### src/rtl/calc_program_sequencer.sv
`default_nettype none
// ============================================================================
// Module   : calc_program_sequencer
// Purpose  : Replays a stored (op, operand) program into the stack/queue
//            calculator and reports the final tail value or the failing pc.
// Options  : CALC_SEQ_STEP_EN adds step_mode/step inputs and a PAUSE state.
// Revision : 1.0 - initial release
// ============================================================================
module calc_program_sequencer #(
    parameter int PROG_DEPTH = 16,
    parameter int ADDR_W     = 4,
    parameter int DATA_W     = 8
) (
    input  logic              clk,
    input  logic              rst,
    input  logic              prog_we,
    input  logic [ADDR_W-1:0] prog_addr,
    input  logic [2:0]        prog_op,
    input  logic [DATA_W-1:0] prog_in,
    input  logic [ADDR_W:0]   prog_len,
    input  logic              start,
    output logic              busy,
    output logic              done,
    output logic              error,
    output logic [ADDR_W-1:0] err_pc,
    output logic [DATA_W-1:0] result,
    output logic              result_empty,
    output logic              calc_rst,
    output logic [2:0]        calc_op,
    output logic [DATA_W-1:0] calc_in,
    output logic              calc_apply,
    input  logic [DATA_W-1:0] calc_tail,
    input  logic              calc_empty,
    input  logic              calc_valid
`ifdef CALC_SEQ_STEP_EN
    ,
    input  logic              step_mode,
    input  logic              step
`endif
);

    localparam logic [ADDR_W:0]   DEPTH_L = (ADDR_W+1)'(PROG_DEPTH);
    localparam logic [ADDR_W:0]   LEN_ONE = (ADDR_W+1)'(1);
    localparam logic [ADDR_W-1:0] PC_ONE  = ADDR_W'(1);

    typedef enum logic [2:0] {
        IDLE,
        CLEAR,
        ISSUE,
        CHECK,
        FIN,
        ERR
`ifdef CALC_SEQ_STEP_EN
        ,
        PAUSE
`endif
    } state_t;

    state_t            state;
    logic [ADDR_W-1:0] pc;
    logic [ADDR_W:0]   len;

    logic [2:0]        op_mem [PROG_DEPTH];
    logic [DATA_W-1:0] in_mem [PROG_DEPTH];

    logic [ADDR_W-1:0] pc_next;
    logic [ADDR_W:0]   len_clamped;
    logic              last_instr;
    logic              mem_wr;

    assign pc_next     = pc + PC_ONE;
    assign len_clamped = (prog_len > DEPTH_L) ? DEPTH_L : prog_len;
    assign last_instr  = (({1'b0, pc} + LEN_ONE) == len);
    assign mem_wr      = prog_we && (state == IDLE) && ({1'b0, prog_addr} < DEPTH_L);

    // The calculator is cleared whenever the sequencer is, and once per run.
    assign calc_rst = rst || (state == CLEAR);

    // Program storage survives reset so a host can reload only what changed.
    always_ff @(posedge clk) begin
        if (mem_wr) begin
            op_mem[prog_addr] <= prog_op;
            in_mem[prog_addr] <= prog_in;
        end
    end

    always_ff @(posedge clk) begin
        if (rst) begin
            state        <= IDLE;
            pc           <= '0;
            len          <= '0;
            busy         <= 1'b0;
            done         <= 1'b0;
            error        <= 1'b0;
            err_pc       <= '0;
            result       <= '0;
            result_empty <= 1'b1;
            calc_op      <= '0;
            calc_in      <= '0;
            calc_apply   <= 1'b0;
        end else begin
            calc_apply <= 1'b0;
            case (state)
                IDLE: begin
                    if (start) begin
                        len    <= len_clamped;
                        pc     <= '0;
                        done   <= 1'b0;
                        error  <= 1'b0;
                        err_pc <= '0;
                        busy   <= 1'b1;
                        state  <= CLEAR;
                    end
                end
                CLEAR: begin
                    if (len != '0) begin
                        calc_apply <= 1'b1;
                        calc_op    <= op_mem[pc];
                        calc_in    <= in_mem[pc];
                        state      <= ISSUE;
                    end else begin
                        // The calculator is being cleared on this edge, so an
                        // empty program reports the post-clear (empty) state.
                        busy         <= 1'b0;
                        done         <= 1'b1;
                        result       <= '0;
                        result_empty <= 1'b1;
                        state        <= FIN;
                    end
                end
                ISSUE: begin
                    state <= CHECK;
                end
                CHECK: begin
                    if (!calc_valid) begin
                        err_pc <= pc;
                        error  <= 1'b1;
                        busy   <= 1'b0;
                        state  <= ERR;
                    end else if (last_instr) begin
                        result       <= calc_tail;
                        result_empty <= calc_empty;
                        done         <= 1'b1;
                        busy         <= 1'b0;
                        state        <= FIN;
                    end else begin
`ifdef CALC_SEQ_STEP_EN
                        if (step_mode) begin
                            state <= PAUSE;
                        end else begin
                            pc         <= pc_next;
                            calc_apply <= 1'b1;
                            calc_op    <= op_mem[pc_next];
                            calc_in    <= in_mem[pc_next];
                            state      <= ISSUE;
                        end
`else
                        pc         <= pc_next;
                        calc_apply <= 1'b1;
                        calc_op    <= op_mem[pc_next];
                        calc_in    <= in_mem[pc_next];
                        state      <= ISSUE;
`endif
                    end
                end
                FIN: begin
                    state <= IDLE;
                end
                ERR: begin
                    state <= IDLE;
                end
`ifdef CALC_SEQ_STEP_EN
                PAUSE: begin
                    if (step) begin
                        pc         <= pc_next;
                        calc_apply <= 1'b1;
                        calc_op    <= op_mem[pc_next];
                        calc_in    <= in_mem[pc_next];
                        state      <= ISSUE;
                    end
                end
`endif
                default: begin
                    state <= IDLE;
                end
            endcase
        end
    end

endmodule
`default_nettype wire

### config.mk
export PLATFORM = sky130hd
export DESIGN_NAME = calc_program_sequencer
export DESIGN_NICKNAME = d
export VERILOG_FILES = /design/src/rtl/calc_program_sequencer.sv
export SDC_FILE = /design/constraint.sdc
export NUM_CORES = 1
export LEC_CHECK = 0
export ABC_AREA = 1
export CAP_MARGIN = 20
export CORE_UTILIZATION = 42
export DETAILED_ROUTE_END_ITERATION = 10
export GPL_TIMING_DRIVEN = 0
export PLACE_DENSITY_LB_ADDON = 0.15
export SLEW_MARGIN = 10
export SYNTH_ARGS = -nofsm -noshare
export SYNTH_HDL_FRONTEND = slang
export SYNTH_SLANG_ARGS = --single-unit
### constraint.sdc
create_clock -name clk -period 4 [get_ports clk]
set_clock_uncertainty 0.15 [all_clocks]
set_input_delay 0.8 -clock clk [delete_from_list [all_inputs] [get_ports clk]]
set_output_delay 0.8 -clock clk [all_outputs]
set_load 0.02 [all_outputs]
==> reports/metrics.yaml <==
final_min_period_over_clock_period: 0.820
unrepaired_setup_endpoints_after_global_routing: "no"
final_layout_size_suffix_gt1_frac: 0.102
post_drt_wl_per_cell_um: 22.3
postRouteWirelength_um: 38100
cp.arrival_ns: 2.33
power_per_cell_area_nw_per_um2: 427
violation_count_after_the_first_detailed_routing_iteration: 1022
maxCapViolCount: 0
r2r_slack_ns: 1.13
yosys.area.top_type_share: 0.478
worst_path_class_setup: "in -> out"
timing.final.crit_period_ns: 3.28
ys_seq_elements: 220
syn-cell-area_um2: 11100
final_hold_viol_count: 0
core_area_um2: 26000
grt_pass1_vias: 9402
design_power_total_mw: 5.59
grt_overflow_total: 0
synthesis.nets: 1295
hpwl_um: 26800
max_slew_margin: 0.305
clock_tree_from_tritoncts: "built"
grt_usage: 0.290
h-tree-depth: 1
min-delay-start: "result_empty"
crit_path_end_kind: "output pin"
cts_root_buffer: "sky130_fd_sc_hd__clkbuf_16"
instance_count_after_placement_with_tap_cells_included: 1663
stdcell_count: 1713
crit_path_max_fanout: 10
dr_wl_met2_um: 17000
cts_num_sinks: 220
ir_worst_vdd_v: 0.000369
area_added_between_synthesis_and_finish_pct: 18.3
kind_of_launch_point_of_the_worst_setup_path: "primary input"
row_count: 59
run_status: "complete, no violations"
rr_startpoint: "pc[1]"
maxUsedRoutingLayer: "met4"
cp_data_required_time_ns: 3.05
floorplan.io_pins: 63
synth.distinct_cells: 33
r2r-end: "calc_in[3]"
hold_path.class: "reg -> reg"
worst_skew_pair.late_latency_ns: 0.54
max_clk_rate_mhz: 305
fin_setup_tns_ns: 0
synth_largest_area_cell: "sky130_fd_sc_hd__edfxtp_1"
setup-violations-final: 0
cts.reportedPaths.clkPinSlew_ns: 0.06
hold_path_end: "result_empty"
port-buffer-count: 61
dieWidth_um: 164
remaining_drc_errors: 0
via_per_inst: 5.66
ys_seq_area_frac: 0.557
vias: 9702
wl_met1_um: 15400
clock_tree.buffer_depth: 3
fin_nets: 1394
initial_utilization: 0.426
synth_area_per_cell_um2: 8.78
slew_violations: 0
num-fill-cells: 2497
detail-route-antenna-nets: 0
detailedRoute.firstPassIterationCount: 6
grt_first_pass_wirelength_um: 56800
routabilityCongestion: 0.939
netlist_top_cells_area: "sky130_fd_sc_hd__edfxtp_1 (48%), sky130_fd_sc_hd__nand2_1 (11%), sky130_fd_sc_hd__nand3_1 (8.3%), sky130_fd_sc_hd__dfxtp_1 (8.0%), sky130_fd_sc_hd__o211ai_1 (5.6%)"
dieArea_um2: 27000
wl_met3_um: 3700
synth-warning-count: 0
post_cts_hold_fix_bufs: 0
antenna_cells: 0
synthCells: 1260
holdPathStages: 2
worst_slew_pin_slew_ns: 1.04
worst_hold_slack_ns: 0.308
antenna_found_initial: 0
leakagePower_nw: 5.03
reg2regPathDepth: 11
post_cts_resize_count: 0
grt_max_degree: 17
cts_made_buffers: 26
cts.repair_timing.setup_buffer_count: 0
die_y_um: 164
cells in the final DEF (no fill, tap or decap), types with 5 or more instances in the layout:
cell type and count:
sky130_fd_sc_hd__a21oi_1 32, sky130_fd_sc_hd__a31oi_1 7, sky130_fd_sc_hd__buf_1 11, sky130_fd_sc_hd__buf_2 40, sky130_fd_sc_hd__buf_4 13, sky130_fd_sc_hd__buf_6 5
sky130_fd_sc_hd__clkbuf_1 26, sky130_fd_sc_hd__clkbuf_16 28, sky130_fd_sc_hd__clkdlybuf4s50_1 61, sky130_fd_sc_hd__clkinv_2 6, sky130_fd_sc_hd__dfxtp_1 44, sky130_fd_sc_hd__edfxtp_1 176
sky130_fd_sc_hd__inv_1 132, sky130_fd_sc_hd__inv_2 11, sky130_fd_sc_hd__nand2_1 333, sky130_fd_sc_hd__nand2_2 5, sky130_fd_sc_hd__nand2_4 5, sky130_fd_sc_hd__nand3_1 184
sky130_fd_sc_hd__nand4_1 11, sky130_fd_sc_hd__nor2_1 52, sky130_fd_sc_hd__nor2_2 7, sky130_fd_sc_hd__o211ai_1 83, sky130_fd_sc_hd__o21ai_0 44, sky130_fd_sc_hd__o21ai_1 33
cell usage after synthesis, drive strengths merged:
master,n
nand2,343
nand3,187
edfxtp,176
inv,144
o211ai,83
o21ai,77
nor2,64
buf,60
dfxtp,44
a21oi,32
clkbuf,22
nand4,11
a31oi,7
nor3,4
a211oi,1
a22oi,1
ha,1
o41ai,1
or2,1
xnor2,1
stage by stage:
| stage | worst slack (ns) | cell area [um^2] | utilization |
|---|---|---|---|
| floorplan | 1.40 | 11100 | - |
| global placement | 0.196 | 12100 | 0.465 |
| detailed placement | 0.465 | 12200 | 0.468 |
| CTS | 0.678 | 13100 | 0.503 |
| global route | 0.527 | 13100 | 0.504 |
| finish | 0.722 | 13100 | 0.504 |
worst max path at each step:
| stage | from | end | slack (ns) |
|---|---|---|---|
| floorplan | rst | calc_rst | 1.40 |
| global placement | prog_we | in_mem[8][5] | 0.20 |
| detailed placement | prog_we | in_mem[13][3] | 0.47 |
| CTS | rst | calc_rst | 0.68 |
| global route | rst | calc_rst | 0.53 |
| finish | rst | calc_rst | 0.72 |
sequential cells by signal (all words and copies together), names as in the netlist, 4 cells and up, named ones only:
signal	count
pc	4
len	5
calc_in	8
result	8
op_mem	48
err_pc	4
in_mem	128
power breakdown:
| group | leakage, nW | total, mW | internal [mW] | switching (mW) |
|---|---|---|---|---|
| clock network | 0.448 | 2.46 | 1.51 | 0.942 |
| registers | 1.95 | 2.57 | 2.54 | 0.0338 |
| logic | 2.64 | 0.563 | 0.203 | 0.360 |
cells by family (layout without fill, tap and decap cells):
family	count (synthesis)	in the layout	share of synthesized area
AO/OA/AOI/OAI	202	202	0.112
XOR/XNOR	1	1	0.000792
adder cells (fa/ha/maj)	1	1	0.00113
buffers and inverters	226	344	0.0855
flip-flops	220	220	0.557
AND/OR/NAND/NOR	610	610	0.244
cell type report:
type / instances / area [um^2] / area share
flip-flops and latches: 220 / 6170 / 0.471
multi-input cells: 814 / 3970 / 0.303
clock buffers: 35 / 757 / 0.0578
repair buffers: 71 / 701 / 0.0535
inverters: 144 / 543 / 0.0415
well taps: 335 / 419 / 0.0320
plain buffers: 82 / 403 / 0.0308
clock inverters: 12 / 136 / 0.0104
worst max-delay path: stages:
cell and delay (ns):
sky130_fd_sc_hd__clkbuf_1 0.29, sky130_fd_sc_hd__inv_1 0.21, sky130_fd_sc_hd__clkbuf_1 0.27, sky130_fd_sc_hd__o21ai_0 0.13, sky130_fd_sc_hd__clkdlybuf4s50_1 0.62
metal layers:
layer  global-route usage  up-vias
met5                    0        -
met4                0.144        0
met3               0.0692      124
met2                0.460      572
met1                0.370     4516
li1                     -     4490
Power figures use the tool's default switching activity.
==> patch: new RTL, same flow settings <==
Build with the macro `CALC_SEQ_STEP_EN` defined.
--- a/src/rtl/calc_program_sequencer.sv
+++ b/src/rtl/calc_program_sequencer.sv
@@ -8,2 +8,4 @@
 // ============================================================================
+`define CALC_SEQ_STEP_EN
+
 module calc_program_sequencer #(
Ports: changed (added step and step_mode); port bits go from 63 to 65. No check against the original RTL was run, so the function may have changed too.
==> patch against the unedited design <==
Wire length rose by 3.5%. Power rose by 6.3%. Critical path depth rose by 1. Final area rose by 2.6%. Register-to-register slack got worse by 0.08 ns. Worst setup slack improved by 0.29 ns. Area after synthesis rose by 4.0%. Via count rose by 6.0%. Sequential cell count did not move. Largest power group unchanged.
==> patch: results (changes against the unedited design) <==
Clock network
  • Root cell of the clock tree: clkbuf_16
  • Clock buffer count from CTS: 25 (-3.8%)
  • Max clock buf depth: 3 (unchanged)
  • H-tree levels: 1 (unchanged)
  • Skew-Pair Late Insertion Delay: 0.55 ns

Route
  • TritonRoute pass-1 iters: 8 (+2)
  • Via Count: 10280 (+6.0%)
  • Routed length per instance: 21.19 µm (-4.8%)
  • 1st-iter DRT viols: 1187 (+16%)

Cells and area
  • N_diodes: 0 (unchanged)
  • Share of layout cells above drive strength 1: 0.09605 (-0.005544)
  • Nets@finish: 1540 (+10%)
  • Filler cells: 2578 (+3.2%)
  • Area Growth Syn to Fin: 16.81%

STA
  • Slew HR: 0.2864 (-0.01880)

Setup path
  • CP startpoint: state[2]
  • Critical Path End: calc_rst
  • Reg-to-reg endpoint: in_mem[10][5]
  • CP max FO: 5 (-5)
  • R2R Setup Slk: 1.05 ns (-0.08 ns)
  • Max stage delay on crit path: 0.60 ns (-0.02 ns)
  • Critical Path Slowest Stage Cell: clkdlybuf4s50_1
  • Cell count of the worst reg-to-reg path: 5 (-6)
  • Largest delay contributor family on the critical path: buffers and inverters

Global routing
  • First-pass GRT wire length: 58260 µm (+2.5%)
  • Total Routing Usage GR: 0.2813 (-0.008640)
  • Vias in the first global route: 9641 (+2.5%)
  • Initial antenna violation count: 0 (unchanged)

Floorplanning
  • Rows: 60 (+1.7%)

Power and ir drop
  • Pleak: 5.638 nW (+12%)
  • Worst VDD drop: 0.3105 mV (-16%)

Outcome
  • Status: finished clean

Synthesis
  • Post-synth cell types: 34 (+3.0%)
  • Sequential share of the synthesized area: 0.5359 (-0.02133)
  • Net count after synthesis: 1441 (+11%)
  • Synth top area cells: edfxtp_1 (46%), nand2_1 (15%), nand3_1 (11%)
  • Synth top cells by count: nand2_1 (450), nand3_1 (250), inv_1 (183)

Min path
  • Min-Delay Path Class: in -> reg

Place
  • Final Wtd Congestion: 1.015 (+8.1%)
  • Placement Cell Area: 12610 µm² (+3.6%)
  • Port bufs: 63 (+3.3%)
  • Post-DP HPWL: 28220 µm (+5.3%)
[patch: cell type report]
cell class                      count  share of cell area
Clock inverter                     18             0.01285
Inverter                          196             0.05512
Tap cell                          341             0.03175
Sequential cell                   220              0.4588
Buffer                             81             0.03296
Timing Repair Buffer               72             0.05251
Clock buffer                       26             0.04683
Multi-Input combinational cell    907              0.3092
[patch: per-stage QoR]
stage               setup WS, ns  power, mW  cells
detailed placement        0.3928      3.709   1814
finish                     1.010      5.950   1861
CTS                       0.9440      5.964   1858
global placement          0.3433      3.698   1808
global route              0.8928      6.150   1861
floorplan                  1.714      3.317   1404
[patch: worst min-delay path by stage]
| stage | end | depth (start not counted) | from | slack (ns) |
|---|---|---|---|---|
| 6_report | done | 2 | rst | 0.30 |
| 5_1_grt | done | 2 | rst | 0.30 |
| 4_1_cts | state[1] | 2 | rst | 0.29 |
| 3_5_place_dp | err_pc[3] | 2 | err_pc[3] | 0.30 |
| 2_1_floorplan | len[0] | 2 | len[0] | 0.31 |
| 3_3_place_gp | result_empty | 2 | result_empty | 0.29 |
[patch: routing by layer]
metal | GRT usage | up-vias | share of wire
met5 | 0 | - | 0
met4 | 0.1280 | 0 | 0.044
met3 | 0.04302 | 109 | 0.085
met2 | 0.4572 | 519 | 0.46
met1 | 0.3711 | 4868 | 0.41
li1 | - | 4787 | -
[patch: cells by family (layout without fill, tap and decap cells)]
kind of cell             count (synthesis)  count (layout)  synth area share
AND/OR/NAND/NOR                        804             804            0.3053
buffers and inverters                  277             393            0.1029
flip-flops                             220             220            0.5359
AO/OA/AOI/OAI                          101             101           0.05405
adder cells (fa/ha/maj)                  1               1          0.001087
XOR/XNOR                                 1               1         0.0007614
[patch: worst reg2reg max path, delay by kind of cell (launching register included)]
| kind | cells | cell delay (ns) |
|---|---|---|
| flip-flops | 1 | 0.36 |
| AND/OR/NAND/NOR | 5 | 2.04 |
[patch: report_power, final]
group          switching [mW]  leakage [nW]  total [mW]  internal [mW]
Sequential             0.0540          1.95        2.64           2.58
Clock                   0.993         0.379        2.28           1.29
Combinational           0.665          3.31        1.04          0.371
Total                    1.71          5.64        5.95           4.24
